## src/rtl/dm_arbiter.sv

```systemverilog
// dm_arbiter: shares one single-port data memory between the CPU load/store
// port (requester 0) and a loader/debug port (requester 1).
//
// Arbitration is round-robin. A requester may lock the memory for
// back-to-back accesses, up to MAX_LOCK consecutive grants while the other
// side is waiting. Grants are combinational. Writes commit at the edge that
// ends the grant cycle. Read data is registered and returns one cycle after
// the grant, with a one-cycle rvalid pulse.
//
// Ports:
//   clk, rstn            clock (rising edge), asynchronous active-low reset
//   reqN, weN, lockN     request, write enable, keep-ownership request
//   addrN, wdataN        access address and write data
//   gntN                 combinational grant (access accepted this cycle)
//   rvalidN, rdataN      registered read completion; rdata held until the next read
//   mem_we/addr/din      memory drive (all zero when nothing is granted)
//   mem_dout             memory combinational read data
module dm_arbiter #(
  parameter int ADDR_W   = 32,
  parameter int DATA_W   = 32,
  parameter int MAX_LOCK = 8
) (
  input  logic              clk,
  input  logic              rstn,
  input  logic              req0,
  input  logic              req1,
  input  logic              we0,
  input  logic              we1,
  input  logic              lock0,
  input  logic              lock1,
  input  logic [ADDR_W-1:0] addr0,
  input  logic [ADDR_W-1:0] addr1,
  input  logic [DATA_W-1:0] wdata0,
  input  logic [DATA_W-1:0] wdata1,
  output logic              gnt0,
  output logic              gnt1,
  output logic              rvalid0,
  output logic              rvalid1,
  output logic [DATA_W-1:0] rdata0,
  output logic [DATA_W-1:0] rdata1,
  output logic              mem_we,
  output logic [ADDR_W-1:0] mem_addr,
  output logic [DATA_W-1:0] mem_din,
  input  logic [DATA_W-1:0] mem_dout
);

  localparam logic [7:0] MAX_LOCK_C = 8'(MAX_LOCK);

  typedef enum logic [1:0] {
    IDLE = 2'd0,
    OWN0 = 2'd1,
    OWN1 = 2'd2
  } state_t;

  state_t     state, state_nxt;
  logic       last, last_nxt;
  logic [7:0] lock_cnt, lock_cnt_nxt;
  logic       limit_hit;

  // Once the owner has used up its quota the count stays at MAX_LOCK, so an
  // owner that keeps the memory with nobody waiting still yields as soon as
  // the other side shows up.
  function automatic logic [7:0] sat_inc(input logic [7:0] v);
    if (v >= MAX_LOCK_C) return MAX_LOCK_C;
    return v + 8'd1;
  endfunction

  always_comb begin
    gnt0         = 1'b0;
    gnt1         = 1'b0;
    state_nxt    = IDLE;
    last_nxt     = last;
    lock_cnt_nxt = 8'd0;
    mem_we       = 1'b0;
    mem_addr     = '0;
    mem_din      = '0;

    limit_hit = (lock_cnt == MAX_LOCK_C);

    // Grant selection: owner first (unless its quota is spent and the other
    // side waits), then single requester, then round-robin on a tie.
    if (state == OWN0 && req0 && !(limit_hit && req1)) begin
      gnt0 = 1'b1;
    end else if (state == OWN1 && req1 && !(limit_hit && req0)) begin
      gnt1 = 1'b1;
    end else if (req0 && req1) begin
      if (last) gnt0 = 1'b1;
      else      gnt1 = 1'b1;
    end else if (req0) begin
      gnt0 = 1'b1;
    end else if (req1) begin
      gnt1 = 1'b1;
    end

    // No access may reach the memory while reset is held.
    if (!rstn) begin
      gnt0 = 1'b0;
      gnt1 = 1'b0;
    end

    // Ownership continues only if the owner was granted again and still
    // locks; a fresh lock (including a hand-over) restarts the count at 1.
    if (gnt0) begin
      last_nxt = 1'b0;
      mem_we   = we0;
      mem_addr = addr0;
      mem_din  = wdata0;
      if (lock0) begin
        state_nxt    = OWN0;
        lock_cnt_nxt = (state == OWN0) ? sat_inc(lock_cnt) : 8'd1;
      end
    end else if (gnt1) begin
      last_nxt = 1'b1;
      mem_we   = we1;
      mem_addr = addr1;
      mem_din  = wdata1;
      if (lock1) begin
        state_nxt    = OWN1;
        lock_cnt_nxt = (state == OWN1) ? sat_inc(lock_cnt) : 8'd1;
      end
    end
  end

  // ---- stage boundary: arbitration state ----
  always_ff @(posedge clk or negedge rstn) begin
    if (!rstn) begin
      state    <= IDLE;
      last     <= 1'b1;
      lock_cnt <= 8'd0;
    end else begin
      state    <= state_nxt;
      last     <= last_nxt;
      lock_cnt <= lock_cnt_nxt;
    end
  end

  // ---- stage boundary: read completion ----
  always_ff @(posedge clk or negedge rstn) begin
    if (!rstn) begin
      rvalid0 <= 1'b0;
      rvalid1 <= 1'b0;
      rdata0  <= '0;
      rdata1  <= '0;
    end else begin
      rvalid0 <= gnt0 && !we0;
      rvalid1 <= gnt1 && !we1;
      if (gnt0 && !we0) rdata0 <= mem_dout;
      if (gnt1 && !we1) rdata1 <= mem_dout;
    end
  end

endmodule

```

## config.mk

```make
export PLATFORM = sky130hd
export DESIGN_NAME = dm_arbiter
export DESIGN_NICKNAME = d
export VERILOG_FILES = /design/src/rtl/dm_arbiter.sv
export SDC_FILE = /design/constraint.sdc
export NUM_CORES = 1
export LEC_CHECK = 0
export ABC_AREA = 1
export CORE_MARGIN = 8
export CORE_UTILIZATION = 35
export CTS_BUF_LIST = sky130_fd_sc_hd__clkbuf_16
export CTS_CLUSTER_DIAMETER = 200
export CTS_CLUSTER_SIZE = 28
export DETAILED_ROUTE_END_ITERATION = 6
export PLACE_DENSITY = 0.83
export SLEW_MARGIN = 20
export SYNTH_ARGS = -nofsm -noshare
export SYNTH_HDL_FRONTEND = slang
export SYNTH_SLANG_ARGS = --single-unit
```

## constraint.sdc

```tcl
create_clock -name clk -period 2.9 [get_ports clk]
set_input_delay 0.58 -clock clk [delete_from_list [all_inputs] [get_ports clk]]
set_output_delay 0.58 -clock clk [all_outputs]
set_load 0.01 [all_outputs]
```

==> results.yml <==
run_status:
  outcome: "completed"
global_routing:
  grt_first_pass_wirelength_um: 29700
  grt_max_degree: 108
  overflow: 0
  grtUsageTotal_pct: 23.7
  grt_pass1_vias: 5320
  grt_antenna_before_repair: 2
layout:
  area_delta_synth_final_pct: 87.4
  drive_gt1_share_pct: 9.19
  utilization_pct: 66.3
  stdcell_count: 1041
  fin_nets: 1057
  fin_area_um2: 7860
setup_path:
  critPathMaxStageDelay_ns: 0.47
  critPathRequiredTime_ns: 2.32
  worst-setup-path-type: "primary input to output pin"
  cpLargestDelayFamily: "buffers and inverters"
  cp_cell_sequence: "clkdlybuf4s50_1 > inv_1 > nor2_4 > nand2_2 > nand2_4 > clkbuf_16 > nand3_1 > nand2_1 > dlygate4sd2_1"
  arrival_ns: 2.25
  endpoint_kind: "output pin"
  cp-start-kind: "primary input"
  worst_path_max_delay_cell: "clkdlybuf4s50_1"
  path_max_fanout: 8
  path_buf_inv: 4
drt:
  firstDrtPassIters: 7
  ant_nets: 0
  vias_per_cell: 5.10
  routed_wl_um: 19500
  vias: 5314
  drt_iter0_markers: 538
  post_drt_wl_per_cell_um: 18.7
  drcViolationCount: 0
die:
  die_w_um: 125
  boundaryPins: 301
  initial_utilization_pct: 35.4
  core_um2: 11900
  rows: 40
  design.die.area_um2: 15700
  die_y_um: 125
timing:
  grt_setup_unrepaired: "true"
  fin_crit_sh_pct: 97.7
  setup_tns_ns: 0
  final.min_clock_period_ns: 2.83
  setup_viol: 0
  fin_skew_ns: 0.00515
  max_freq_mhz: 353
  finalHoldViolations: 0
  holdWs_ns: 0.294
  drv_slew: 0
clock_network:
  clk_latency_ns: 0.33
  htreeDepth: 3
  cts_tree: "yes"
  cts_made_buffers: 9
  clk_path_buf_depth: 2
  cts_sinks: 77
  clkSlewWorstSetupHoldPaths_ns: 0.06
  cts-root-buf: "clkbuf_16"
synth:
  yosysMostFrequentCell: "nand2_1"
  synthCells: 585
  netlist_area_um2: 4200
  yosys-top-cells-area: "dfrtp_1, nand2_1, nand4_1"
  avgSynthCellArea_um2: 7.17
  synthTopCellsByCount: "nand2_1, dfrtp_1, nand3_1, nand4_1, clkbuf_1"
  synth-edff-count: 0
  synth_top_area_share_pct: 45.3
  synth_ff_type: "dfrtp_1"
  ys_seq_elements: 77
  ys.warnings.count: 0
  synth_top_cell_by_area: "dfrtp_1"
  synth-async-reset-ratio_pct: 100
  seq_area_frac_synth_pct: 46.0
  ys_types: 25
power_and_ir_drop:
  power_leakage_uw: 0.00391
  ir_drop_mv: 0.317
  p_per_area_nw_per_um2: 523
placement:
  io_buffer_count: 300
  placed_cell_area_um2: 7420
  place_congestion: 0.861
  dp.cells: 1012
  hpwl_um: 14100
hold_path:
  hold_class: "primary input to asynchronous set/reset pin"
flow_run:
  drv_cap: 0
## where the power goes
group / switching [µW] / internal (µW)
clock: 418 / 566
sequential: 124 / 1310
combinational: 777 / 912
total: 1320 / 2790
## worst reg2reg max path: stages (launching register included)
cell and delay (ns):
dfrtp_1 0.39, inv_1 0.06, ha_1 0.13, nand3_1 0.10, nor2_2 0.14, nand2_1 0.08, nand2_2 0.07, nand2_2 0.13
nand2_4 0.16, buf_4 0.14, buf_4 0.10, buf_4 0.19, nand3_1 0.11, buf_4 0.25, nand2_1 0.11, nand2_1 0.06
## cells by family (layout without fill, tap and decap cells)
kind of cell / Yosys count / after routing / synth area share (%)
adders and majority gates: 2 / 2 / 0.596
AOI/OAI and AO/OA: 7 / 7 / 1.25
DFF: 77 / 77 / 46.0
and+or+nand+nor: 434 / 435 / 45.2
buffers and inverters: 64 / 367 / 6.92
other: 1 / 6 / 0.0894
## state kept, by name, summed over array words and instances, names as in the netlist
register	count
rdata0	32
rdata1	32
lock_cnt	8
state	2
last	1
rvalid0	1
rvalid1	1
## layout make-up
| type | count | area (µm²) |
|---|---|---|
| clock buffers | 9 | 225 |
| flip-flops and latches | 77 | 1930 |
| well taps | 147 | 184 |
| clock inverters | 7 | 35.0 |
| repair buffers | 334 | 3380 |
| multi-input cells | 448 | 2040 |
| diodes | 2 | 5.00 |
| fillers | 995 | 4000 |
| inverters | 17 | 68.8 |
## metrics by stage
step	setup slack, ns	power, µW
after global placement	-0.202	3080
after detailed placement	-0.229	3110
final	0.0680	4110
after floorplan	0.644	2020
after global routing	-0.0535	4350
after CTS	-0.0354	4080
## layout by cell type (no fill, tap or decap), types with 4 or more instances in the layout
master | synthesis | layout
buf_12 | 0 | 5
buf_2 | 13 | 6
clkbuf_16 | 0 | 13
clkbuf_2 | 0 | 6
dfrtp_1 | 76 | 76
nand4_1 | 68 | 68
nand2_2 | 1 | 5
conb_1 | 1 | 4
dlygate4sd2_1 | 0 | 22
clkdlybuf4s50_1 | 0 | 231
nand3_1 | 69 | 69
nor2_1 | 12 | 11
buf_4 | 3 | 21
clkdlybuf4s15_1 | 0 | 27
clkdlybuf4s15_2 | 0 | 6
inv_1 | 14 | 15
nand2_1 | 280 | 275
## worst paths after layout
check                                  startpoint                      to  slack, ns  cells past startpoint
max                                          req0            mem_addr[13]       0.07                      9
min                                          rstn   lock_cnt[5]$_DFF_PN0_       0.29                      2
max reg2reg                 lock_cnt[1]$_DFF_PN0_  rdata0[22]$_DFFE_PN0P_       0.57                     15
min reg2reg                rdata1[29]$_DFFE_PN0P_  rdata1[29]$_DFFE_PN0P_       0.47                      2
max in group asynchronous                    rstn   rdata0[0]$_DFFE_PN0P_       1.84                      3
min in group clk           rdata1[29]$_DFFE_PN0P_  rdata1[29]$_DFFE_PN0P_       0.47                      2
## metal layers
layer / vias to the layer above / global-route usage (%) / part of all wire, %
li1: 2540 / - / -
met4: 0 / 9.53 / 2.2
met2: 278 / 40.8 / 51
met3: 32 / 6.50 / 8.4
met5: - / 0 / 0
met1: 2464 / 27.2 / 39
## what timing repair did
item,4_1_cts,5_1_grt
buffers inserted,0,3
setup endpoints to repair,67,66
hold buffers,0,0
pin swaps,0,6
gates resized for setup,98,57
gates cloned,3,5
(Power assumes the default switching activity.)
